`src/rtl/mips_cpu_pkg.sv`:
```
// mips_cpu_pkg: shared FSM states, ALU control codes and MIPS opcode/funct constants
package mips_cpu_pkg;
  typedef enum logic [2:0] {FETCH, DECODE, EXEC, MEM, WB, HALT} state_t;
  typedef logic [3:0] alu_op_t;
  localparam alu_op_t ALU_AND  = 4'b0000;
  localparam alu_op_t ALU_OR   = 4'b0001;
  localparam alu_op_t ALU_XOR  = 4'b0010;
  localparam alu_op_t ALU_LUI  = 4'b0011;
  localparam alu_op_t ALU_ADDU = 4'b0100;
  localparam alu_op_t ALU_SUBU = 4'b0101;
  localparam alu_op_t ALU_SLTU = 4'b0110;
  localparam alu_op_t ALU_JR   = 4'b0111;
  localparam alu_op_t ALU_SLL  = 4'b1000;
  localparam alu_op_t ALU_SRL  = 4'b1001;
  localparam alu_op_t ALU_SLLV = 4'b1010;
  localparam alu_op_t ALU_SRLV = 4'b1011;
  localparam alu_op_t ALU_SRA  = 4'b1100;
  localparam alu_op_t ALU_SRAV = 4'b1101;
  localparam alu_op_t ALU_SLT  = 4'b1110;
  localparam logic [5:0] OPCODE_SPECIAL = 6'h00;
  localparam logic [5:0] OPCODE_ADDIU   = 6'h09;
  localparam logic [5:0] OPCODE_SLTI    = 6'h0A;
  localparam logic [5:0] OPCODE_SLTIU   = 6'h0B;
  localparam logic [5:0] OPCODE_ANDI    = 6'h0C;
  localparam logic [5:0] OPCODE_ORI     = 6'h0D;
  localparam logic [5:0] OPCODE_XORI    = 6'h0E;
  localparam logic [5:0] OPCODE_LUI     = 6'h0F;
  localparam logic [5:0] OPCODE_LW      = 6'h23;
  localparam logic [5:0] OPCODE_SW      = 6'h2B;
  localparam logic [5:0] FUNCT_SLL  = 6'h00;
  localparam logic [5:0] FUNCT_SRL  = 6'h02;
  localparam logic [5:0] FUNCT_SRA  = 6'h03;
  localparam logic [5:0] FUNCT_SLLV = 6'h04;
  localparam logic [5:0] FUNCT_SRLV = 6'h06;
  localparam logic [5:0] FUNCT_SRAV = 6'h07;
  localparam logic [5:0] FUNCT_JR   = 6'h08;
  localparam logic [5:0] FUNCT_ADDU = 6'h21;
  localparam logic [5:0] FUNCT_SUBU = 6'h23;
  localparam logic [5:0] FUNCT_AND  = 6'h24;
  localparam logic [5:0] FUNCT_OR   = 6'h25;
  localparam logic [5:0] FUNCT_XOR  = 6'h26;
  localparam logic [5:0] FUNCT_SLT  = 6'h2A;
  localparam logic [5:0] FUNCT_SLTU = 6'h2B;
endpackage

```
`src/rtl/mips_cpu_decoder.sv`:
```
// mips_cpu_decoder: combinational opcode/funct decode into ALU control, immediate and write-address select
// in: opcode, funct, imm (instr[15:0]); out: alu_control, imm_ext, alu_b_sel, reg_dst (1 = rd), illegal
module mips_cpu_decoder
  import mips_cpu_pkg::*;
(
  input  logic [5:0]  opcode,
  input  logic [5:0]  funct,
  input  logic [15:0] imm,
  output alu_op_t     alu_control,
  output logic [31:0] imm_ext,
  output logic        alu_b_sel,
  output logic        reg_dst,
  output logic        illegal
);
  logic zero_ext;
  always_comb begin
    alu_control = ALU_AND;
    zero_ext = 1'b0;
    alu_b_sel = 1'b1;
    reg_dst = 1'b0;
    illegal = 1'b0;
    case (opcode)
      OPCODE_SPECIAL: begin
        alu_b_sel = 1'b0;
        reg_dst = 1'b1;
        case (funct)
          FUNCT_ADDU: alu_control = ALU_ADDU;
          FUNCT_SUBU: alu_control = ALU_SUBU;
          FUNCT_AND:  alu_control = ALU_AND;
          FUNCT_OR:   alu_control = ALU_OR;
          FUNCT_XOR:  alu_control = ALU_XOR;
          FUNCT_SLT:  alu_control = ALU_SLT;
          FUNCT_SLTU: alu_control = ALU_SLTU;
          FUNCT_SLL:  alu_control = ALU_SLL;
          FUNCT_SRL:  alu_control = ALU_SRL;
          FUNCT_SRA:  alu_control = ALU_SRA;
          FUNCT_SLLV: alu_control = ALU_SLLV;
          FUNCT_SRLV: alu_control = ALU_SRLV;
          FUNCT_SRAV: alu_control = ALU_SRAV;
          FUNCT_JR:   alu_control = ALU_JR;
          default:    illegal = 1'b1;
        endcase
      end
      OPCODE_ADDIU, OPCODE_LW, OPCODE_SW: alu_control = ALU_ADDU;
      OPCODE_SLTI:  alu_control = ALU_SLT;
      OPCODE_SLTIU: alu_control = ALU_SLTU;
      OPCODE_ANDI: begin
        alu_control = ALU_AND;
        zero_ext = 1'b1;
      end
      OPCODE_ORI: begin
        alu_control = ALU_OR;
        zero_ext = 1'b1;
      end
      OPCODE_XORI: begin
        alu_control = ALU_XOR;
        zero_ext = 1'b1;
      end
      OPCODE_LUI: begin
        alu_control = ALU_LUI;
        zero_ext = 1'b1;
      end
      default: illegal = 1'b1;
    endcase
  end
  assign imm_ext = zero_ext ? {16'h0000, imm} : {{16{imm[15]}}, imm};
endmodule

```
`src/rtl/mips_cpu_control.sv`:
```
// mips_cpu_control: multi-cycle FETCH/DECODE/EXEC/MEM/WB sequencer owning the PC and jr delay slot
// bus: mem_address/read/write/waitrequest/readdata; alu: alu_control/sa/b_sel, imm_ext, alu_r;
// regfile: rs/rt_addr, rs_data, reg_write_en/addr, wb_sel; status: pc, active
module mips_cpu_control
  import mips_cpu_pkg::*;
#(
  parameter logic [31:0] RESET_VECTOR = 32'hBFC00000
) (
  input  logic        clk,
  input  logic        reset,
  output logic [31:0] mem_address,
  output logic        mem_read,
  output logic        mem_write,
  input  logic        mem_waitrequest,
  input  logic [31:0] mem_readdata,
  output logic [3:0]  alu_control,
  output logic [4:0]  alu_sa,
  output logic        alu_b_sel,
  output logic [31:0] imm_ext,
  output logic [4:0]  rs_addr,
  output logic [4:0]  rt_addr,
  input  logic [31:0] rs_data,
  input  logic [31:0] alu_r,
  output logic        reg_write_en,
  output logic [4:0]  reg_write_addr,
  output logic        wb_sel,
  output logic [31:0] pc,
  output logic        active
);
  state_t state, state_next;
  logic [31:0] instr, jr_target, pc_next;
  logic jr_pending, reg_dst, illegal, is_lw, is_sw, is_jr;
  alu_op_t dec_control;
  mips_cpu_decoder u_dec (
    .opcode(instr[31:26]),
    .funct(instr[5:0]),
    .imm(instr[15:0]),
    .alu_control(dec_control),
    .imm_ext(imm_ext),
    .alu_b_sel(alu_b_sel),
    .reg_dst(reg_dst),
    .illegal(illegal)
  );
  assign is_lw = instr[31:26] == OPCODE_LW;
  assign is_sw = instr[31:26] == OPCODE_SW;
  assign is_jr = instr[31:26] == OPCODE_SPECIAL && instr[5:0] == FUNCT_JR;
  // a pending jr redirects the PC after its delay slot retires
  assign pc_next = jr_pending ? jr_target : pc + 32'd4;
  assign rs_addr = instr[25:21];
  assign rt_addr = instr[20:16];
  assign alu_sa = instr[10:6];
  assign alu_control = state inside {DECODE, EXEC, MEM, WB} ? dec_control : ALU_AND;
  assign mem_address = state == MEM ? alu_r : pc;
  // reset gates the read strobe combinationally so it drops the moment reset rises
  assign mem_read = !reset && (state == FETCH || (state == MEM && is_lw));
  assign mem_write = !reset && state == MEM && is_sw;
  assign reg_write_en = state == WB && !is_sw && !is_jr;
  assign reg_write_addr = reg_dst ? instr[15:11] : instr[20:16];
  assign wb_sel = is_lw;
  assign active = state != HALT;
  always_comb begin
    state_next = state;
    case (state)
      FETCH:   state_next = mem_waitrequest ? FETCH : DECODE;
      DECODE:  state_next = EXEC;
      EXEC:    state_next = illegal ? HALT : (is_lw || is_sw) ? MEM : WB;
      MEM:     state_next = mem_waitrequest ? MEM : WB;
      WB:      state_next = pc_next == 32'h0 ? HALT : FETCH;
      default: state_next = HALT;
    endcase
  end
  always_ff @(posedge clk or posedge reset) begin
    if (reset) begin
      state <= FETCH;
      pc <= RESET_VECTOR;
      instr <= 32'h0;
      jr_pending <= 1'b0;
      jr_target <= 32'h0;
    end else begin
      state <= state_next;
      if (state == FETCH && !mem_waitrequest) instr <= mem_readdata;
      if (state == WB) begin
        pc <= pc_next;
        jr_pending <= is_jr;
        if (is_jr) jr_target <= rs_data;
      end
    end
  end
endmodule

```
`config.mk`:
```
export PLATFORM = sky130hd
export DESIGN_NAME = mips_cpu_control
export DESIGN_NICKNAME = d
export VERILOG_FILES = /design/src/rtl/mips_cpu_pkg.sv /design/src/rtl/mips_cpu_decoder.sv /design/src/rtl/mips_cpu_control.sv
export SDC_FILE = /design/constraint.sdc
export NUM_CORES = 1
export LEC_CHECK = 0
export ABC_AREA = 1
export CAP_MARGIN = 20
export CORE_MARGIN = 4
export CORE_UTILIZATION = 46
export CTS_CLUSTER_SIZE = 30
export DETAILED_ROUTE_END_ITERATION = 10
export PLACE_DENSITY_LB_ADDON = 0.2
export SLEW_MARGIN = 20
export SYNTH_ARGS = -nofsm -noshare
export SYNTH_HDL_FRONTEND = slang
export SYNTH_SLANG_ARGS = --single-unit
```
`constraint.sdc`:
```
create_clock -name clk -period 4.4 [get_ports clk]
set_input_delay 1.32 -clock clk [delete_from_list [all_inputs] [get_ports clk]]
set_output_delay 1.32 -clock clk [all_outputs]
set_load 0.02 [all_outputs]
```
* Word-level counts from Yosys, hierarchy flattened
Index checks and enable logic that the tools add are counted.
** Storage, ports and cells
- Register bits after elaboration :: 100
- Output and inout port bits :: 126
- Logic and storage cells :: 75
- Bits of input ports :: 99
** Cells by class
- Muxes and demuxes :: 18
- Equal/unequal tests :: 27
- Add/sub/neg operators :: 1
- Reduce and logical (&&, ||, !) cells :: 24
** Operators with widths (number)
- two-way mux 32 bit :: 3
- equality test 6 bit, second input constant :: 9
- one-hot mux 4 bit (13 select lines) :: 1
- equality test 6 x 4 -> 1 bit, second input constant :: 8
- adder 32 x 3 -> 32 bit, second input constant :: 1
- logical NOT 32 bit :: 1
- one-hot mux 4 bit (7 select lines) :: 1
- equality test 6 x 3 -> 1 bit, second input constant :: 3
- one-hot mux 3 bit (5 select lines) :: 1
- OR reduction 14 bit :: 1
- equality test 6 x 2 -> 1 bit, second input constant :: 2
- logical NOT 6 bit :: 2
- two-way mux 3 bit :: 4
- OR reduction 9 bit :: 1
- logical AND 1 bit :: 8
- equality test 3 x 2 -> 1 bit, second input constant :: 2
- two-way mux 1 bit :: 5
- two-way mux 5 bit :: 1
- logical NOT 1 bit :: 4
- two-way mux 4 bit :: 1
- nonzero test 4 bit :: 1
- OR reduction 4 bit :: 1
- equality test 3 x 1 -> 1 bit, second input constant :: 1
- equality test 3 bit, second input constant :: 1
- 6 further kinds :: 7

* Depth between registers and ports, before layout
Gate-level depths: netlist (run 1).
- Depth after elaboration :: 6
- Gate-level depth with buffers :: 14
- Gate-level depth less buffers :: 14

* By module
From an unflattened synthesis (run 1), not the netlist that was laid out.
** Second synthesis, totals
- Cells, all modules :: 986
- Area total of the unflattened synthesis :: 6622.6 um2
** By module, submodules not included
- mips_cpu_control :: times used 1, seq. area each 2513.7 um2, area an instance 5979.5 um2, cells an instance 868
- mips_cpu_decoder :: times used 1, seq. area each 0.0 um2, area an instance 643.1 um2, cells an instance 118

* Least setup slack after synthesis (run 1)
No wires, ideal clock.
- Path type :: input port to output port
- From :: input reset
- To :: output mem_write
- Path slack :: 1050 ps
- Arrival time :: 2030 ps
- Required time :: 3080 ps
- Path buffers :: 0
- Stages on the path :: 1
- Cell sequence :: nor4_1
** On the way
- Longest elaborated chain between the ends :: 3
** RTL lines
- from (decl) :: line mips_cpu_control.sv:10 : input logic reset,
- logical NOT 1 bit (no source line)
- logical AND 1 bit (2 in a row) :: line mips_cpu_control.sv:56 : assign mem_write = !reset && state == MEM && is_sw;
- to (decl) :: line mips_cpu_control.sv:13 : output logic mem_write,
Every way passes these cells.

* Worst setup path in the final report (run 1)
Ends and elaborated chain as after synthesis.

==> results of run 1 <==
logic make-up (layout without fill, tap and decap cells):
family                   Yosys count  in the layout  share of synthesized area
AND/OR/NAND/NOR                  424            424                     0.3086
buffers and inverters            145            321                     0.1172
AO/OA/AOI/OAI                    108            108                    0.08858
flip-flops                       100            100                     0.3937
multiplexers                      51             51                    0.08995
adder cells (fa/ha/maj)            1              1                   0.001959
final cells by class:
type,count,share of cell area
well taps,176,0.02507
multi-input cells,584,0.3563
repair buffers,233,0.2644
inverters,72,0.03106
flip-flops and latches,100,0.2862
clock buffers,9,0.02564
clock inverters,7,0.01126
Yosys cell counts (6+ instances only):
master      n
a21oi_1    21
buf_2       7
buf_4      46
clkbuf_1   16
dfrtp_1    91
dfstp_2     9
inv_1      65
inv_2       7
mux2_1     14
mux2_2     37
nand2_1   231
nand2_2     7
nand3_1    58
nand4_1     9
nor2_1     63
nor2_2     12
nor2_4      6
nor3_1      6
o21ai_0    73
o21ai_1     6
or2_2      12
worst paths after layout:
check,cells after the start,slack (ps),start,endpoint
max in group asynchronous,3,2230,reset,pc[26]$_DFFE_PP1P_
worst max-delay path,3,350,reset,mem_write
worst min-delay path,1,490,jr_target[17]$_DFFE_PP0P_,jr_target[17]$_DFFE_PP0P_
worst min register to register,1,490,jr_target[17]$_DFFE_PP0P_,jr_target[17]$_DFFE_PP0P_
worst max register to register,12,1710,jr_pending$_DFFE_PP0P_,state[0]$_DFF_PP0_
min in group asynchronous,2,1480,reset,instr[25]$_DFFE_PP0P_
power by group through the flow:
stage	Sequential [mW]	Clock, mW	Combinational [mW]
after global placement	0.958	0	0.121
after global routing	0.942	0.928	0.133
after floorplan	0.956	0	0.0257
after CTS	0.941	0.897	0.124
final	0.941	0.873	0.122
after detailed placement	0.958	0	0.124
sequential cells by signal (all words and copies together), names as in the netlist:
register	cells
instr	32
jr_target	32
pc	32
state	3
jr_pending	1
through the flow:
step	hold slack, ps	instance area, um2	setup slack (ps)	power, mW	std cells
2_1_floorplan	456.5	6385	476.1	0.9817	829
3_3_place_gp	470.7	8458	364.3	1.079	1165
3_5_place_dp	474.6	8458	322.7	1.082	1165
4_1_cts	490.0	8782	327.7	1.962	1181
5_1_grt	501.4	8782	238.5	2.003	1181
6_report	487.6	8782	350.7	1.936	1181
metal layers:
metal / track usage / routed length [um] / share of wire / vias to the layer above
met5: 0 / 0 / 0 / -
met3: 0.05715 / 1179 / 0.065 / 19
met4: 0.04921 / 233 / 0.013 / 0
li1: - / - / - / 2969
met2: 0.3836 / 8824 / 0.49 / 192
met1: 0.2925 / 7821 / 0.43 / 2839
==> metrics.yaml, run 1 <==
run_status:
  status: "finished, final reports clean"
pwr:
  p_comb_frac: 0.063
  switching_share: 0.2130
  clkPwrFrac: 0.451
  p_int_mw: 1.523
  p_seq_frac: 0.486
  switching_power_uw: 412.4
  vdd_drop_max_v: 0.0001663
  p_per_area_nw_per_um2: 220.4
  power.leakage_nw: 3.894
final_layout:
  layout-drive-gt1-share: 0.1303
  nNetsFinal: 1100
  synthToLayoutAreaGrowth_pct: 37.55
  diodes: 0
  utilization: 0.6554
  multi_input_area_um2: 3129
  fillers: 1197
  seqCellArea_um2: 2514
  final_cell_mix: "nand2_1, clkdlybuf4s50_1, dfrtp_1"
  mostFrequentLayoutCell: "nand2_1"
setup_path:
  cp.arrival_ps: 2730
  crit_path_end_kind: "output pin"
  crit_path_start_kind: "input pin"
  worstSetupPathType: "in2out"
  cpMostUsedCell: "clkdlybuf4s50_1"
  cp.required_ps: 3080
  worst-path-buf-inv: 2
  critical_path.top_delay_family: "buffers and inverters"
  path_cells: "clkdlybuf4s50_1, nor4_1, clkdlybuf4s50_1"
  slowest_stage: "clkdlybuf4s50_1"
  critical_path.max_stage_delay_ps: 650
  crit_path_max_fanout: 3
grt:
  gr-total-overflow: 0
  grt_pass1_wl_um: 29220
  grt_pass1_vias: 5941
  grt_usage: 0.2256
  grt_max_degree: 51
  antenna_found_initial: 0
clock_tree:
  cts_buffer_depth: 2
  htree_num_levels: 3
  cts-hold-fix-buffers: 0
  cts_tree: "done"
  postCtsSetupBuffers: 0
  post_cts_resized: 0
  cts-root-buf: "clkbuf_16"
  path_clk_slew_ps: 70
  clock-sinks: 100
  worst_skew_pair.late_latency_ps: 350
  cts_buffers: 9
min_path:
  hold_path.class: "reg2reg"
route:
  wl_per_cell_um: 15.29
  drt_iter0_markers: 519
  drc: 0
  num_vias: 6019
  via_per_inst: 5.097
  routed_wl_um: 18060
  drtPass1Iterations: 5
  ant_nets: 0
timing:
  setup_violations: 0
  finalSetupTns_ps: 0
  drv_slew: 0
  min_period_over_period: 0.9203
  finalHoldViolations: 0
  fin_crit_ps: 4049
  max-slew-margin-rel: 0.3851
  skew_ps: 8.870
  rsz0062_at_grt: "no"
  worstMarginPinSlew_ps: 919.2
  fmax_mhz: 247.0
logic_synthesis:
  ys_warn_count: 0
  avgSynthCellArea_um2: 7.702
  synth-seq-cells: 100
  postSynth.asyncResetShare: 1.000
  synth_top_area_share: 0.3567
  synth_top_area_cell: "dfrtp_1"
  syn-num-nets: 929
  yosysUniqueCellTypes: 41
  synth_cells: 829
  synth_edf_count: 0
  syn-cell-area_um2: 6385
  synth_area_leaders: "dfrtp_1, nand2_1, mux2_2"
  synth-main-ff-cell: "dfrtp_1"
  yosysSeqAreaShare: 0.3937
floorplan:
  core.rowCount: 42
  die_w_um: 125.8
  coreArea_um2: 13400
  io_pins: 225
  chipHeight_um: 125.8
  start_util: 0.4765
  design.die.area_um2: 15830
placed_design:
  port_buffers: 224
  finalWeightedCongestion: 0.9173
  hpwl_um: 13620
job:
  max_cap_viol_count: 0
(Power assumes the default switching activity.)
==> run 2, diff against run 1 <==
Settings changed: ABC_CLOCK_PERIOD_IN_PS set to 4400, CTS_CLUSTER_DIAMETER set to 60, MAX_ROUTING_LAYER set to met4.
==> run 2 against run 1 <==
Against the previous run:
- combinational power barely moved
- sequential share of layout area fell by 0.081 points
- power rose by 2.9%
- clock power rose by 6.5%
- non-clock buffer count did not move
- critical path depth did not move
- register-to-register slack got worse by 60 ps
- worst hold slack improved by 3.8 ps
- maximum frequency fell by 1.3%
- clock skew fell by 3.9 ps
- critical endpoint unchanged
- largest cell class unchanged
==> metrics.yaml, run 2 (synthesized netlist as in run 1, its figures left out) <==
run_status:
  status: "finished, final reports clean"
job:
  max_cap_viol_count: 0
pwr:
  vdd_drop_max_v: 0.0001930
  power.leakage_nw: 3.909
  p_per_area_nw_per_um2: 226.1
  finalPower_mw: 1.991
timing:
  finalHoldViolations: 0
  min_period_over_period: 0.9324
  fmax_mhz: 243.7
  max-slew-margin-rel: 0.3904
  setup_violations: 0
  worstMarginPinSlew_ps: 911.2
  skew_ps: 5.011
  fin_crit_ps: 4103
  drv_slew: 0
  rsz0062_at_grt: "no"
  finalSetupTns_ps: 0
route:
  wl_met1_um: 7854
  routed_wl_um: 17940
  wl_met2_um: 8792
  drc: 0
  drtPass1Iterations: 5
  wl_per_cell_um: 15.19
  via_per_inst: 5.044
  wl_met3_um: 1097
  num_vias: 5957
  ant_nets: 0
  drt_iter0_markers: 408
  top_layer: "met4"
placed_design:
  dpl-instance-area_um2: 8458
  port_buffers: 224
  finalWeightedCongestion: 0.9380
  hpwl_um: 13660
floorplan:
  io_pins: 225
  chipHeight_um: 125.8
  die_w_um: 125.8
  start_util: 0.4765
  design.die.area_um2: 15830
  core.rowCount: 42
  coreArea_um2: 13400
clock_tree:
  cts-root-buf: "clkbuf_16"
  postCtsSetupBuffers: 0
  worst_skew_pair.late_latency_ps: 350
  cts_buffer_depth: 2
  clock-sinks: 100
  cts_tree: "done"
  cts_buffers: 9
  post_cts_resized: 0
  htree_num_levels: 3
  path_clk_slew_ps: 70
  cts-hold-fix-buffers: 0
setup_path:
  crit_path_start_kind: "input pin"
  crit_path_end_kind: "output pin"
  cp.required_ps: 3080
  cp.arrival_ps: 2780
  crit_path_max_fanout: 3
  rrSetupSlack_ps: 1650
  worstSetupPathType: "in2out"
grt:
  grt_max_degree: 58
  antenna_found_initial: 0
  grt_usage: 0.2312
  grt_pass1_wl_um: 29080
  grt_pass1_vias: 5960
  gr-total-overflow: 0
final_layout:
  fin_area_um2: 8807
  final_cell_mix: "nand2_1, clkdlybuf4s50_1, dfrtp_1"
  nNetsFinal: 1100
  synthToLayoutAreaGrowth_pct: 37.94
  biggestRegsByFlops: "instr (32), jr_target (32), pc (32)"
  mostFrequentLayoutCell: "nand2_1"
  layout-drive-gt1-share: 0.1303
  diodes: 0
min_path:
  hold_path.class: "reg2reg"
run 2: routing by layer:
metal	track usage	vias up
met5	-	-
met3	0.05546	12
met1	0.2898	2782
met2	0.3826	180
met4	0.05237	0
li1	-	2983
run 2: report_power, final:
group	leakage [nW]	internal [mW]	switching, mW
registers	1.23	0.934	0.00675
logic	2.51	0.0867	0.0340
clock network	0.172	0.561	0.369
total	3.91	1.58	0.410
run 2: cell type report:
| type | count | area (um2) |
|---|---|---|
| multi-input combinational | 584 | 3129 |
| sequential | 100 | 2514 |
| timing repair buffer | 233 | 2322 |
| fill | 1151 | 4593 |
| clock buffer | 9 | 225.2 |
| tap | 176 | 220.2 |
| clock inverter | 7 | 123.9 |
| inverter | 72 | 272.8 |
run 2: critical path, cell delays in order:
cell and delay, ps:
clkdlybuf4s50_1 480, nor4_1 320, clkdlybuf4s50_1 660
run 2: final timing paths:
check                                          startpoint                   endpoint  cells past startpoint
min in group asynchronous                           reset      instr[15]$_DFFE_PP0P_                      2
worst max-delay path                                reset                  mem_write                      3
max in group asynchronous                           reset         pc[31]$_DFFE_PP1P_                      3
worst min-delay path            jr_target[16]$_DFFE_PP0P_  jr_target[16]$_DFFE_PP0P_                      1
worst min register to register  jr_target[16]$_DFFE_PP0P_  jr_target[16]$_DFFE_PP0P_                      1
worst max register to register     jr_pending$_DFFE_PP0P_         state[0]$_DFF_PP0_                     12
run 2: through the flow:
step / utilization / setup slack, ps / hold slack, ps / cells
floorplan: - / 476.1 / 456.5 / 829
global placement: 0.6312 / 364.8 / 473.2 / 1165
detailed placement: 0.6312 / 279.8 / 477.4 / 1165
CTS: 0.6572 / 284.6 / 493.3 / 1181
global route: 0.6572 / 189.5 / 503.0 / 1181
finish: 0.6572 / 297.3 / 491.4 / 1181
==> run 3, diff against run 2 <==
Settings changed: ABC_CLOCK_PERIOD_IN_PS 4400 to 4300, SKIP_LAST_GASP set to 1.
Clock period 4.4 ns to 4.3 ns, I/O delays scaled along.
==> run 3 against run 2 <==
Against the previous run:
- worst hold slack better by 2.8 ps
- wire length is essentially flat
- critical path type unchanged
- clock-buffer cell count unchanged
- via count rose by 0.69%
- power is 2.6% lower
- critical endpoint unchanged
- highest routed layer unchanged
- clock power fell by 8.4%
- critical path depth did not move
- largest cell class unchanged
==> metrics.yaml, run 3 (synthesized netlist as in run 1, its figures left out) <==
clock_tree:
  cts_buffers: 9
  cts-root-buf: "clkbuf_16"
  post_cts_resized: 0
  clock-sinks: 100
  cts-hold-fix-buffers: 0
  htree_num_levels: 3
  cts_buffer_depth: 2
  postCtsSetupBuffers: 0
  cts_tree: "done"
  path_clk_slew_ps: 70
  worst_skew_pair.late_latency_ps: 360
final_layout:
  seqCellArea_um2: 2514
  nNetsFinal: 1101
  final_cell_mix: "nand2_1, clkdlybuf4s50_1, dfrtp_1"
  multi_input_area_um2: 3129
  layout-drive-gt1-share: 0.1312
  synthToLayoutAreaGrowth_pct: 37.41
  fillers: 1172
  biggestRegsByFlops: "instr (32), jr_target (32), pc (32)"
  mostFrequentLayoutCell: "nand2_1"
  diodes: 0
timing:
  rsz0062_at_grt: "no"
  drv_slew: 0
  finalSetupTns_ps: 0
  setup_violations: 0
  min_period_over_period: 0.9321
  whs_ps: 494.2
  finalHoldViolations: 0
  fin_crit_ps: 4008
  skew_ps: 9.434
  max-slew-margin-rel: 0.3999
  worstMarginPinSlew_ps: 897.0
  fmax_mhz: 249.5
setup_path:
  cp.required_ps: 3010
  reg2regPathDepth: 12
  path_depth: 3
  crit_path_start_kind: "input pin"
  cp.arrival_ps: 2720
  reg2reg_to: "state[0]$_DFF_PP0_"
  crit_path_end_kind: "output pin"
  worstSetupPathType: "in2out"
  critical_path.max_stage_delay_ps: 660
  crit_start: "reset"
  crit_path_end: "mem_write"
  crit_path_max_fanout: 3
  rrSetupSlack_ps: 1570
  cpMostUsedCell: "clkdlybuf4s50_1"
  worst-path-buf-inv: 2
  critical_path.top_delay_family: "buffers and inverters"
  reg2reg_from: "jr_pending$_DFFE_PP0P_"
  path_cells: "clkdlybuf4s50_1, nor4_1, clkdlybuf4s50_1"
  slowest_stage: "clkdlybuf4s50_1"
route:
  drc: 0
  num_vias: 5998
  drtPass1Iterations: 5
  drt_iter0_markers: 473
  routed_wl_um: 17940
  wl_per_cell_um: 15.18
  ant_nets: 0
  via_per_inst: 5.074
pwr:
  p_int_mw: 1.505
  vdd_drop_max_v: 0.0001872
  p_per_area_nw_per_um2: 221.0
  switching_power_uw: 433.7
  p_seq_frac: 0.496
  switching_share: 0.2237
  power.leakage_nw: 3.887
  clkPwrFrac: 0.439
  p_comb_frac: 0.064
min_path:
  hold_path.class: "reg2reg"
grt:
  antenna_found_initial: 0
  grt_usage: 0.2352
  gr-total-overflow: 0
  grt_max_degree: 58
  grt_pass1_wl_um: 29650
  grt_pass1_vias: 6038
run_status:
  status: "finished, final reports clean"
floorplan:
  design.die.area_um2: 15830
  die_w_um: 125.8
  chipHeight_um: 125.8
  start_util: 0.4765
  io_pins: 225
  core.rowCount: 42
  coreArea_um2: 13400
placed_design:
  hpwl_um: 13480
  finalWeightedCongestion: 0.9388
  port_buffers: 224
job:
  max_cap_viol_count: 0
## run 3: cell count changes in the layout (fill, tap and decap cells not counted), sizes merged
cell / before / now
buf: 9 / 10
bufinv: 3 / 1
clkinv: 3 / 1
clkinvlp: 0 / 2
inv: 73 / 75
## run 3: metal layers
metal	vias to the layer above	GRT usage	routed length (um)	share of wire
met5	-	-	0	0
met4	0	0.05047	259	0.014
met3	26	0.05123	1219	0.068
met2	195	0.3905	8733	0.49
met1	2789	0.2983	7726	0.43
li1	2988	-	-	-
## run 3: how the worst min path moves through the flow
stage | depth (start not counted) | slack (ps) | end | startpoint
after floorplan | 1 | 460 | jr_target[15]$_DFFE_PP0P_ | jr_target[15]$_DFFE_PP0P_
final | 1 | 490 | jr_target[3]$_DFFE_PP0P_ | jr_target[3]$_DFFE_PP0P_
after global routing | 1 | 510 | jr_target[1]$_DFFE_PP0P_ | jr_target[1]$_DFFE_PP0P_
after detailed placement | 1 | 480 | jr_target[3]$_DFFE_PP0P_ | jr_target[3]$_DFFE_PP0P_
after global placement | 1 | 470 | jr_target[16]$_DFFE_PP0P_ | jr_target[16]$_DFFE_PP0P_
after CTS | 1 | 500 | jr_target[3]$_DFFE_PP0P_ | jr_target[3]$_DFFE_PP0P_
## run 3: final cells by class
type / count / area share
sequential: 100 / 0.2865
inverter: 72 / 0.03109
multi-input combinational: 584 / 0.3567
clock buffer: 9 / 0.02567
tap: 176 / 0.02510
clock inverter: 7 / 0.009412
timing repair buffer: 234 / 0.2655
## run 3: metrics by stage
| stage | power, mW | cell area [um2] | util | std cells | setup WS (ps) |
|---|---|---|---|---|---|
| finish | 1.939 | 8773 | 0.6547 | 1182 | 292.0 |
| detailed placement | 1.107 | 8466 | 0.6317 | 1166 | 293.6 |
| global placement | 1.105 | 8466 | 0.6317 | 1166 | 322.9 |
| CTS | 1.965 | 8773 | 0.6547 | 1182 | 287.3 |
| global route | 2.012 | 8773 | 0.6547 | 1182 | 218.7 |
| floorplan | 1.005 | 6385 | - | 829 | 406.1 |
## run 3: power by group through the flow
stage / Combinational, mW / Clock [mW] / Sequential, mW
finish: 0.125 / 0.852 / 0.962
global route: 0.137 / 0.911 / 0.964
CTS: 0.127 / 0.875 / 0.962
detailed placement: 0.127 / 0 / 0.981
global placement: 0.125 / 0 / 0.980
floorplan: 0.0263 / 0 / 0.978
